## config.mk

```make
export PLATFORM = sky130hd
export DESIGN_NAME = batch_sample_sequencer_flat
export DESIGN_NICKNAME = d
export VERILOG_FILES = /design/src/rtl/batch_sample_sequencer_if.sv /design/src/rtl/batch_sample_sequencer.sv /design/src/flat_wrapper.sv
export SDC_FILE = /design/constraint.sdc
export NUM_CORES = 1
export LEC_CHECK = 0
export BUFFER_PORTS_ARGS = -buffer_cell sky130_fd_sc_hd__buf_2
export CORE_MARGIN = 4
export CORE_UTILIZATION = 40
export CTS_CLUSTER_DIAMETER = 150
export DETAILED_ROUTE_END_ITERATION = 10
export PLACE_DENSITY = 0.64
export SLEW_MARGIN = 20
export SYNTH_ARGS = -nofsm -noshare
export SYNTH_HDL_FRONTEND = slang
export SYNTH_SLANG_ARGS = --single-unit
```

## constraint.sdc

```tcl
create_clock -name clk -period 3 [get_ports clk]
set_input_delay 0.15 -clock clk [delete_from_list [all_inputs] [get_ports clk]]
set_output_delay 0.15 -clock clk [all_outputs]
set_load 0.02 [all_outputs]
```

## src/rtl/batch_sample_sequencer_if.sv

```systemverilog
// Sample-stream / RAM-side bundle for batch_sample_sequencer.
// master: the sample source that also consumes the RAM strobes and addresses.
// slave:  the sequencer itself.
// N, OSR and DEPTH must match the sequencer instance so the widths line up.
interface batch_sample_sequencer_if #(
    parameter int N     = 4,
    parameter int OSR   = 1,
    parameter int DEPTH = 220,
    localparam int DSD  = (DEPTH + OSR - 1) / OSR,
    localparam int AW   = $clog2(4 * DSD)
);
    logic [N-1:0]     in;
    logic             inValid;
    logic             sampleWrite;
    logic [N*OSR-1:0] sampleDataIn;
    logic [AW-1:0]    sampleAddrIn;
    logic [AW-1:0]    sampleAddrOut1;
    logic [AW-1:0]    sampleAddrOut2;
    logic [AW-1:0]    sampleAddrOut3;
    logic             outValid;
    logic             batchStart;

    modport master (
        output in, inValid,
        input  sampleWrite, sampleDataIn, sampleAddrIn,
        input  sampleAddrOut1, sampleAddrOut2, sampleAddrOut3,
        input  outValid, batchStart
    );

    modport slave (
        input  in, inValid,
        output sampleWrite, sampleDataIn, sampleAddrIn,
        output sampleAddrOut1, sampleAddrOut2, sampleAddrOut3,
        output outValid, batchStart
    );
endinterface

```

## src/rtl/batch_sample_sequencer.sv

```systemverilog
// batch_sample_sequencer: packs OSR input samples per RAM word, writes the
// words into a 4-segment circular sample RAM and produces the three read
// addresses of the batch recursion for every word written.
// Optional build macro: BATCH_SEQ_REG_OUT_EN adds one register stage on the
// read addresses, outValid and batchStart (they then lag sampleWrite by 1).
//
// Handshake: there is no backpressure. A sample on bus.in is consumed on
// every rising edge where bus.inValid is 1; bus.sampleWrite is a one-cycle
// strobe that the RAM must accept unconditionally. Idle cycles freeze state.
module batch_sample_sequencer #(
    parameter int N     = 4,
    parameter int OSR   = 1,
    parameter int DEPTH = 220,
    localparam int DSD  = (DEPTH + OSR - 1) / OSR,
    localparam int AW   = $clog2(4 * DSD)
) (
    input  logic                     clk,
    input  logic                     rst,
    batch_sample_sequencer_if.slave  bus
);
    localparam int PCW = (OSR > 1) ? $clog2(OSR) : 1;
    localparam int OFW = (DSD > 1) ? $clog2(DSD) : 1;
    localparam int WW  = N * OSR;

    typedef enum logic {FILL = 1'b0, RUN = 1'b1} state_t;

    state_t         state, nextState;
    logic [1:0]     fillCnt;
    logic [PCW-1:0] pc;
    logic [WW-1:0]  packReg, packNext;
    logic [AW-1:0]  wp;
    logic [1:0]     seg;
    logic [OFW-1:0] off;
    logic           groupDone, segDone;
    logic           outValidNext, batchStartNext;
    logic [AW-1:0]  rdAddr1, rdAddr2, rdAddr3;

    logic           writeQ;
    logic [WW-1:0]  dataQ;
    logic [AW-1:0]  addrInQ, addr1Q, addr2Q, addr3Q;
    logic           outValidQ, batchStartQ;

    // The sample on bus.in closes a group; segDone marks the last word of a segment.
    assign groupDone = bus.inValid && (pc == PCW'(OSR - 1));
    assign segDone   = (off == OFW'(DSD - 1));

    // Start address of segment s; segment indices wrap mod 4 via the 2-bit argument.
    function automatic logic [AW-1:0] segBase(input logic [1:0] s);
        return AW'(int'(s) * DSD);
    endfunction

    // Current group with the incoming sample dropped into its slot (first sample in LSBs).
    always_comb begin
        packNext = packReg;
        packNext[int'(pc) * N +: N] = bus.in;
    end

    // Read addresses for the word being written: backward over w-1 and w-2, forward over w-3.
    always_comb begin
        rdAddr1 = segBase(seg - 2'd1) + AW'(DSD - 1 - int'(off));
        rdAddr2 = segBase(seg - 2'd2) + AW'(DSD - 1 - int'(off));
        rdAddr3 = segBase(seg - 2'd3) + AW'(off);
    end

    // FSM state register plus the count of segments completed while filling.
    always_ff @(posedge clk) begin
        if (rst) begin
            state   <= FILL;
            fillCnt <= 2'd0;
        end else begin
            state <= nextState;
            if (state == FILL && groupDone && segDone) begin
                fillCnt <= fillCnt + 2'd1;
            end
        end
    end

    // FSM next state: the write completing the third segment starts RUN.
    always_comb begin
        nextState = state;
        if (state == FILL && groupDone && segDone && fillCnt == 2'd2) begin
            nextState = RUN;
        end
    end

    // FSM outputs: only writes issued from RUN reference fully written data.
    always_comb begin
        outValidNext   = 1'b0;
        batchStartNext = 1'b0;
        if (state == RUN) begin
            outValidNext   = groupDone;
            batchStartNext = groupDone && (off == '0);
        end
    end

    // Pack counter, group buffer and write pointer (split into segment and offset).
    always_ff @(posedge clk) begin
        if (rst) begin
            pc      <= '0;
            packReg <= '0;
            wp      <= '0;
            seg     <= 2'd0;
            off     <= '0;
        end else if (bus.inValid) begin
            if (groupDone) begin
                pc      <= '0;
                packReg <= '0;
                wp      <= (wp == AW'(4 * DSD - 1)) ? '0 : wp + 1'b1;
                if (segDone) begin
                    off <= '0;
                    seg <= seg + 2'd1;
                end else begin
                    off <= off + 1'b1;
                end
            end else begin
                pc      <= pc + 1'b1;
                packReg <= packNext;
            end
        end
    end

    // Write strobe and word/addresses registered together; addresses hold between writes.
    always_ff @(posedge clk) begin
        if (rst) begin
            writeQ      <= 1'b0;
            dataQ       <= '0;
            addrInQ     <= '0;
            addr1Q      <= '0;
            addr2Q      <= '0;
            addr3Q      <= '0;
            outValidQ   <= 1'b0;
            batchStartQ <= 1'b0;
        end else begin
            writeQ      <= groupDone;
            outValidQ   <= outValidNext;
            batchStartQ <= batchStartNext;
            if (groupDone) begin
                dataQ   <= packNext;
                addrInQ <= wp;
                addr1Q  <= rdAddr1;
                addr2Q  <= rdAddr2;
                addr3Q  <= rdAddr3;
            end
        end
    end

    assign bus.sampleWrite  = writeQ;
    assign bus.sampleDataIn = dataQ;
    assign bus.sampleAddrIn = addrInQ;

`ifdef BATCH_SEQ_REG_OUT_EN
    logic [AW-1:0] addr1D, addr2D, addr3D;
    logic          outValidD, batchStartD;

    // Extra stage on the read side for timing closure at the RAM read port.
    always_ff @(posedge clk) begin
        if (rst) begin
            addr1D      <= '0;
            addr2D      <= '0;
            addr3D      <= '0;
            outValidD   <= 1'b0;
            batchStartD <= 1'b0;
        end else begin
            addr1D      <= addr1Q;
            addr2D      <= addr2Q;
            addr3D      <= addr3Q;
            outValidD   <= outValidQ;
            batchStartD <= batchStartQ;
        end
    end

    assign bus.sampleAddrOut1 = addr1D;
    assign bus.sampleAddrOut2 = addr2D;
    assign bus.sampleAddrOut3 = addr3D;
    assign bus.outValid       = outValidD;
    assign bus.batchStart     = batchStartD;
`else
    assign bus.sampleAddrOut1 = addr1Q;
    assign bus.sampleAddrOut2 = addr2Q;
    assign bus.sampleAddrOut3 = addr3Q;
    assign bus.outValid       = outValidQ;
    assign bus.batchStart     = batchStartQ;
`endif

endmodule
```

## src/flat_wrapper.sv

```systemverilog
// flat-port wrapper written by rule: the top's interface ports become plain ports
module batch_sample_sequencer_flat 
#(
    parameter int N     = 4,
    parameter int OSR   = 1,
    parameter int DEPTH = 220,
    localparam int DSD  = (DEPTH + OSR - 1) / OSR,
    localparam int AW   = $clog2(4 * DSD)
)
  (clk, rst, bus_in, bus_inValid, bus_sampleWrite, bus_sampleDataIn, bus_sampleAddrIn, bus_sampleAddrOut1, bus_sampleAddrOut2, bus_sampleAddrOut3, bus_outValid, bus_batchStart);
  batch_sample_sequencer_if #(.N(N), .OSR(OSR), .DEPTH(DEPTH)) bus_i ();
  input  logic clk;
  input  logic rst;
  input wire logic [$bits(bus_i.in)-1:0] bus_in;
  input wire logic [$bits(bus_i.inValid)-1:0] bus_inValid;
  output wire logic [$bits(bus_i.sampleWrite)-1:0] bus_sampleWrite;
  output wire logic [$bits(bus_i.sampleDataIn)-1:0] bus_sampleDataIn;
  output wire logic [$bits(bus_i.sampleAddrIn)-1:0] bus_sampleAddrIn;
  output wire logic [$bits(bus_i.sampleAddrOut1)-1:0] bus_sampleAddrOut1;
  output wire logic [$bits(bus_i.sampleAddrOut2)-1:0] bus_sampleAddrOut2;
  output wire logic [$bits(bus_i.sampleAddrOut3)-1:0] bus_sampleAddrOut3;
  output wire logic [$bits(bus_i.outValid)-1:0] bus_outValid;
  output wire logic [$bits(bus_i.batchStart)-1:0] bus_batchStart;
  assign bus_i.in = bus_in;
  assign bus_i.inValid = bus_inValid;
  assign bus_sampleWrite = bus_i.sampleWrite;
  assign bus_sampleDataIn = bus_i.sampleDataIn;
  assign bus_sampleAddrIn = bus_i.sampleAddrIn;
  assign bus_sampleAddrOut1 = bus_i.sampleAddrOut1;
  assign bus_sampleAddrOut2 = bus_i.sampleAddrOut2;
  assign bus_sampleAddrOut3 = bus_i.sampleAddrOut3;
  assign bus_outValid = bus_i.outValid;
  assign bus_batchStart = bus_i.batchStart;
  batch_sample_sequencer #(.N(N), .OSR(OSR), .DEPTH(DEPTH)) u_core (.clk(clk), .rst(rst), .bus(bus_i));
endmodule
```

==> flow_metrics.env, run 1 <==
export IMPL_hpwlAfterDp_mm=6.23
export IMPL_maxCapViolations=0
export IMPL_path_depth=11
export IMPL_syn_to_final_growth_pct=16.3
export IMPL_synthTopCellsByArea="dfxtp_1 (37%), ha_1 (9.6%), nand2_1 (7.2%)"
export IMPL_nets=525
export IMPL_grt_pass1_vias=2866
export IMPL_final_util=0.483
export IMPL_antenna_found_initial=0
export IMPL_crit_buf_inv=2
export IMPL_grt_pass1_wl_mm=14.3
export IMPL_worst_slew_pin_slew_ns=0.696
export IMPL_dp_cells=583
export IMPL_syn_area_sq_mm=0.00364
export IMPL_synth_nets=472
export IMPL_die_area_sq_mm=0.0107
export IMPL_synth_top_area_frac=0.374
export IMPL_powerDensity_mw_per_mm2=446
export IMPL_clkSlewWorstSetupHoldPaths_ns=0.08
export IMPL_yosys_warnings=0
export IMPL_hold_depth=3
export IMPL_n_fill_cell=863
export IMPL_path_delay_family="adder cells"
export IMPL_pre_cts_ws_ns=0.176
export IMPL_synthArstFlopShare=0
export IMPL_port_buffers=53
export IMPL_syn_inst=434
export IMPL_p_sw_mw=0.514
export IMPL_power_leakage_nw=1.83
export IMPL_skew_ns=0.00770
export IMPL_clockBufferDepth=2
export IMPL_crit_path_max_fanout=6
export IMPL_finalMaxSlewViolations=0
export IMPL_min_path_type="input port to flip-flop"
export IMPL_die_w_um=103
export IMPL_power_mw=1.89
export IMPL_vias=3045
export IMPL_seq_power_share=0.503
export IMPL_fin_crit_ns=2.76
export IMPL_drive_above_1_share=0.181
export IMPL_setup_tns_ns=0
export IMPL_cts_htree_levels=3
export IMPL_worstPathCellList="inv_1, ha_1, xnor2_1, inv_1, ha_1, a211oi_1, o21bai_1, maj3_1, a31oi_1, xor2_1, a211oi_1"
export IMPL_diodes=0
export IMPL_cp_required_ns=3.27
export IMPL_clkPwrFrac=0.410
export IMPL_drt_total_wl_mm=8.55
export IMPL_crit_type="flip-flop to flip-flop"
export IMPL_syn_avg_cell_area_sq_um=8.38
export IMPL_setup_violations=0
export IMPL_clock_root_buffer="clkbuf_8"
export IMPL_yosysTopAreaCell="dfxtp_1"
export IMPL_reg2reg_depth=11
export IMPL_cts_tree="built"
export IMPL_cpMaxStageDelayCell="dfxtp_2"
export IMPL_core_sq_mm=0.00876
export IMPL_synth_edf_count=0
export IMPL_initial_core_util=0.415
export IMPL_ys_seq_area_frac=0.374
export IMPL_max_stage_delay_ns=0.39
export IMPL_remaining_drc_errors=0
export IMPL_vias_per_cell=5.08
export IMPL_synth_common_cells="nand2_1 (70), dfxtp_1 (68), nor2_1 (47), a21oi_1 (40), ha_1 (28)"
export IMPL_rsz0062_at_grt="no"
export IMPL_wl_per_cell_um=14.2
export IMPL_switching_share=0.272
export IMPL_fmax_mhz=362
export IMPL_max_slew_margin=0.536
export IMPL_cp_end_kind="flip-flop"
export IMPL_status="completed"
export IMPL_timing_final_ws_setup_ns=0.236
export IMPL_grt_ovfl_total=0
export IMPL_ant_nets=0
export IMPL_row_count=34
export IMPL_fin_crit_sh=0.921
export IMPL_cts_sinks=68
export IMPL_critPathArrivalTime_ns=3.03
export IMPL_hold_viol_final=0
export IMPL_stdcell_count=600
export IMPL_ys_flop_type="dfxtp_1"
export IMPL_cts_buffers=9
export IMPL_p_int_mw=1.37
export IMPL_yosys_cell_types_count=52
export IMPL_grt_max_degree=43
export IMPL_ir_drop_uv=195
export IMPL_globalplace_congestion=0.878
export IMPL_ys_seq_elements=68
export IMPL_yosysMostFrequentCell="nand2_1"
export IMPL_ios=54
export IMPL_drt_initial_drc_count=127
export IMPL_die_y_um=103
export IMPL_power_frac_comb=0.087
export IMPL_clk_latency_ns=0.35
export IMPL_startpoint_type="flip-flop"
export IMPL_track_usage=0.173
export IMPL_dr_pass1_iters=4
## power by group through the flow
stage	Sequential, mW	Combinational, mW	Clock (mW)
floorplan	0.999	0.0831	0
global placement	0.971	0.162	0
detailed placement	0.972	0.165	0
CTS	0.951	0.166	0.794
global route	0.955	0.183	0.834
finish	0.950	0.163	0.774
## final cells by class
| type | instances | area, sq um | share of cell area |
|---|---|---|---|
| sequential | 68 | 1360 | 0.322 |
| timing repair buffer | 65 | 358 | 0.0846 |
| tap | 108 | 135 | 0.0320 |
| multi-input combinational | 320 | 2090 | 0.493 |
| inverter | 23 | 86.3 | 0.0204 |
| clock inverter | 7 | 75.1 | 0.0178 |
| clock buffer | 9 | 124 | 0.0293 |
## sequential cells by signal, summed over array words and instances (netlist names)
register and cells:
u_core.wp 10, u_core.bus.sampleWrite 1, u_core.bus.sampleAddrOut1 7, u_core.bus.outValid 1
u_core.fillCnt 2, u_core.bus.batchStart 1, u_core.bus.sampleAddrOut2 10, u_core.state 1
u_core.pc 1, u_core.bus.sampleAddrOut3 10, u_core.bus.sampleDataIn 4, u_core.bus.sampleAddrIn 10
u_core.seg 2, u_core.off 8
## repair_timing
| action | in CTS | in global routing |
|---|---|---|
| hold buffers | 1 | 0 |
| endpoints found under the setup margin | 0 | 1 |
| setup buffers | 0 | 0 |
| resized for setup | 0 | 2 |
| endpoints found under the hold margin | 1 | 0 |
## worst paths after layout
kind,from,endpoint,slack [ns]
hold / removal,bus_in[1],u_core.bus.sampleDataIn[1]$_SDFFE_PP0P_,0.04
setup / recovery,u_core.seg[1]$_SDFFE_PP0P_,u_core.bus.sampleAddrOut1[9]$_SDFFE_PP0P_,0.24
setup reg to reg,u_core.seg[1]$_SDFFE_PP0P_,u_core.bus.sampleAddrOut1[9]$_SDFFE_PP0P_,0.24
hold reg to reg,u_core.bus.sampleAddrOut1[6]$_SDFFE_PP0P_,u_core.bus.sampleAddrOut1[6]$_SDFFE_PP0P_,0.45
## cells in the final DEF (no fill, tap or decap), drive strengths merged, types with 8 or more instances in the layout
master and count:
dfxtp 68, nand3 9, buf 64, nor2 47
inv 25, a21oi 41, xnor2 27, ha 28
o21ai 15, xor2 10, clkbuf 9, nand2 70
a211oi 8
## per-layer routing
layer | global-route usage | up-vias | routed length [um]
met1 | 0.240 | 1402 | 4090
met3 | 0.0282 | 10 | 445
met5 | 0 | - | 0
li1 | - | 1565 | -
met2 | 0.269 | 68 | 3880
met4 | 0.0657 | 0 | 142
## logic make-up (layout without fill, tap and decap cells)
group | after synthesis | in the layout | share of synthesized area
multiplexers | 2 | 2 | 0.00550
AND/OR/NAND/NOR | 157 | 157 | 0.191
XOR/XNOR | 38 | 38 | 0.0974
flip-flops | 68 | 68 | 0.374
buffers and inverters | 46 | 104 | 0.0540
AO/OA/AOI/OAI | 90 | 90 | 0.159
adder cells (fa/ha/maj) | 33 | 33 | 0.118
## stage by stage
stage / area, sq um / hold slack (ns)
3_5_place_dp: 4020 / 0.357
5_1_grt: 4230 / 0.0318
3_3_place_gp: 4020 / 0.351
2_1_floorplan: 3640 / 0.226
4_1_cts: 4230 / 0.0327
6_report: 4230 / 0.0380
## worst min-delay path: stages
cell and delay [ns]:
buf_2 0.10, nand2_1 0.04, a21oi_1 0.05
Note: power is estimated with default switching activity, not from simulation.
==> run 2: changes to the inputs <==
ABC_AREA = 1   (was unset)
PLACE_DENSITY = 0.63   (was 0.64)
RECOVER_POWER = 100   (was unset)
clock period = 2.3 ns   (was 3 ns; I/O delays follow)
==> flow_metrics.env, run 2 <==
export IMPL_status="completed"
export IMPL_die_area_sq_mm=0.0110
export IMPL_initial_core_util=0.408
export IMPL_vias_per_cell=4.90
export IMPL_finalMaxSlewViolations=0
export IMPL_max_slew_margin=0.573
export IMPL_drt_initial_drc_count=148
export IMPL_worst_slew_pin_slew_ns=0.641
export IMPL_track_usage=0.162
export IMPL_core_sq_mm=0.00915
export IMPL_switching_share=0.269
export IMPL_syn_inst=502
export IMPL_power_frac_comb=0.099
export IMPL_cp_common_cell="nand2_1"
export IMPL_grt_pass1_vias=3084
export IMPL_timing_final_ws_setup_ns=0.133
export IMPL_row_count=35
export IMPL_clkSlewWorstSetupHoldPaths_ns=0.09
export IMPL_remaining_drc_errors=0
export IMPL_die_y_um=105
export IMPL_crit_type="flip-flop to flip-flop"
export IMPL_fmax_mhz=461
export IMPL_grt_pass1_wl_mm=14.6
export IMPL_diodes=0
export IMPL_fin_crit_sh=0.942
export IMPL_grt_max_degree=59
export IMPL_design_area_sq_mm=0.00440
export IMPL_cts_htree_levels=3
export IMPL_synth_top_area_frac=0.364
export IMPL_ys_flop_type="dfxtp_1"
export IMPL_clock_root_buffer="clkbuf_8"
export IMPL_powerDensity_mw_per_mm2=595
export IMPL_ir_drop_uv=242
export IMPL_maxCapViolations=0
export IMPL_drive_above_1_share=0.123
export IMPL_seq_area_sq_mm=0.00137
export IMPL_ys_seq_elements=68
export IMPL_ios=54
export IMPL_hold_viol_final=0
export IMPL_multiInputGateArea_sq_mm=0.00205
export IMPL_fin_crit_ns=2.17
export IMPL_path_delay_family="adder cells"
export IMPL_yosys_warnings=0
export IMPL_synth_edf_count=0
export IMPL_syn_area_sq_mm=0.00374
export IMPL_yosys_cell_types_count=34
export IMPL_clockBufferDepth=2
export IMPL_layout_common_cells="inv_1 (74), nand2_1 (67), dfxtp_1 (65), nor2_1 (62), clkbuf_1 (49)"
export IMPL_antenna_found_initial=0
export IMPL_cts_buffers=9
export IMPL_synth_common_cells="inv_1 (72), dfxtp_1 (68), nand2_1 (67), nor2_1 (62), o21ai_0 (40)"
export IMPL_vias=3322
export IMPL_synthTopCellsByArea="dfxtp_1 (36%), ha_1 (9.4%), inv_1 (7.2%)"
export IMPL_synthArstFlopShare=0
export IMPL_crit_path_max_fanout=4
export IMPL_die_w_um=105
export IMPL_n_fill_cell=909
export IMPL_grt_ovfl_total=0
export IMPL_dr_pass1_iters=4
export IMPL_holdWs_ns=0.0249
export IMPL_yosysMostFrequentCell="inv_1"
export IMPL_cp_end_kind="flip-flop"
export IMPL_dp_cells=660
export IMPL_p_int_mw=1.91
export IMPL_crit_buf_inv=3
export IMPL_yosysTopAreaCell="dfxtp_1"
export IMPL_r2r_slack_ns=0.13
export IMPL_ys_seq_area_frac=0.364
export IMPL_drt_total_wl_mm=8.79
export IMPL_placed_cell_area_sq_mm=0.00417
export IMPL_power_leakage_nw=1.94
export IMPL_max_stage_delay_ns=0.46
export IMPL_pre_cts_ws_ns=0.0472
export IMPL_setup_violations=0
export IMPL_skew_ns=0.0143
export IMPL_port_buffers=53
export IMPL_startpoint_type="flip-flop"
export IMPL_power_mw=2.62
export IMPL_final_common_cell="inv_1"
export IMPL_syn_to_final_growth_pct=17.7
export IMPL_min_path_type="input port to flip-flop"
export IMPL_ant_nets=0
export IMPL_clk_latency_ns=0.35
export IMPL_stdcell_count=678
export IMPL_cp_required_ns=2.55
export IMPL_globalplace_congestion=0.954
export IMPL_syn_avg_cell_area_sq_um=7.44
export IMPL_nets=601
export IMPL_cts_sinks=68
export IMPL_cts_tree="built"
export IMPL_seq_power_share=0.482
export IMPL_clkPwrFrac=0.418
export IMPL_synth_nets=540
export IMPL_cpMaxStageDelayCell="fa_1"
export IMPL_worstPathCellList="inv_1, ha_4, buf_4, fa_1, o21ai_0, nand3_1, nand2_1, nand2_1, nand3_1, nand2_1, o21ai_1, inv_1"
export IMPL_p_sw_mw=0.703
export IMPL_wl_per_cell_um=13.0
export IMPL_critPathArrivalTime_ns=2.42
export IMPL_hpwlAfterDp_mm=6.49
run 2: cell types whose count changed after synthesis, sizes merged, moves of 5 or more:
cell / change
xnor2: -22
nor3: +6
clkbuf: -5
o21ai: +32
nor2: +17
and3: -5
nand2: +10
inv: +51
a21o: -5
nand3: +27
run 2: worst paths after layout:
kind,start,endpoint,cells past startpoint
worst max-delay path,u_core.seg[1]$_SDFFE_PP0P_,u_core.bus.sampleAddrOut2[8]$_SDFFE_PP0P_,12
worst min-delay path,bus_in[3],u_core.bus.sampleDataIn[3]$_SDFFE_PP0P_,3
worst max register to register,u_core.seg[1]$_SDFFE_PP0P_,u_core.bus.sampleAddrOut2[8]$_SDFFE_PP0P_,12
worst min register to register,u_core.pc$_SDFFE_PP0P_,u_core.pc$_SDFFE_PP0P_,2
run 2: cell families after synthesis:
kind of cell / Yosys count / share of synthesized area
buffers and inverters: 96 / 0.105
DFF: 68 / 0.364
and+or+nand+nor: 196 / 0.246
xor gates and xnor gates: 19 / 0.0445
AOI/OAI and AO/OA: 92 / 0.130
adders and majority gates: 31 / 0.110
run 2: per-layer routing:
metal | track usage | part of all wire
met5 | 0 | 0
met4 | 0.0628 | 0.027
met3 | 0.0513 | 0.045
met2 | 0.267 | 0.46
met1 | 0.199 | 0.47
run 2: power groups by stage:
stage                     sequential [mW]  combinational, mW  clock [mW]
after detailed placement             1.29              0.277           0
final                                1.26              0.260        1.09
after CTS                            1.26              0.279        1.13
after global placement               1.29              0.274           0
after global routing                 1.27              0.292        1.18
after floorplan                      1.35              0.127           0
run 2: layout make-up:
class | count | area share
Timing Repair Buffer | 70 | 0.0782
Tap cell | 111 | 0.0316
Multi-Input combinational cell | 338 | 0.465
Clock buffer | 9 | 0.0282
Inverter | 76 | 0.0663
Clock inverter | 6 | 0.0202
Sequential cell | 68 | 0.310
run 2: tightest hold or removal path: stages:
cell and delay [ns]:
buf_2 0.07, o21ai_0 0.07, nor2_1 0.07
run 2: per-stage QoR:
step	TNS, ns	util
floorplan	0	-
global placement	0	0.455
detailed placement	0	0.455
CTS	0	0.480
global route	-0.00243	0.481
finish	0	0.481
run 2: repair_timing:
item | 4_1_cts | 5_1_grt
hold buffers | 1 | 0
setup buffers | 0 | 2
setup endpoints to repair | 0 | 8
gates resized for setup | 0 | 12
endpoints found under the hold margin | 1 | 0
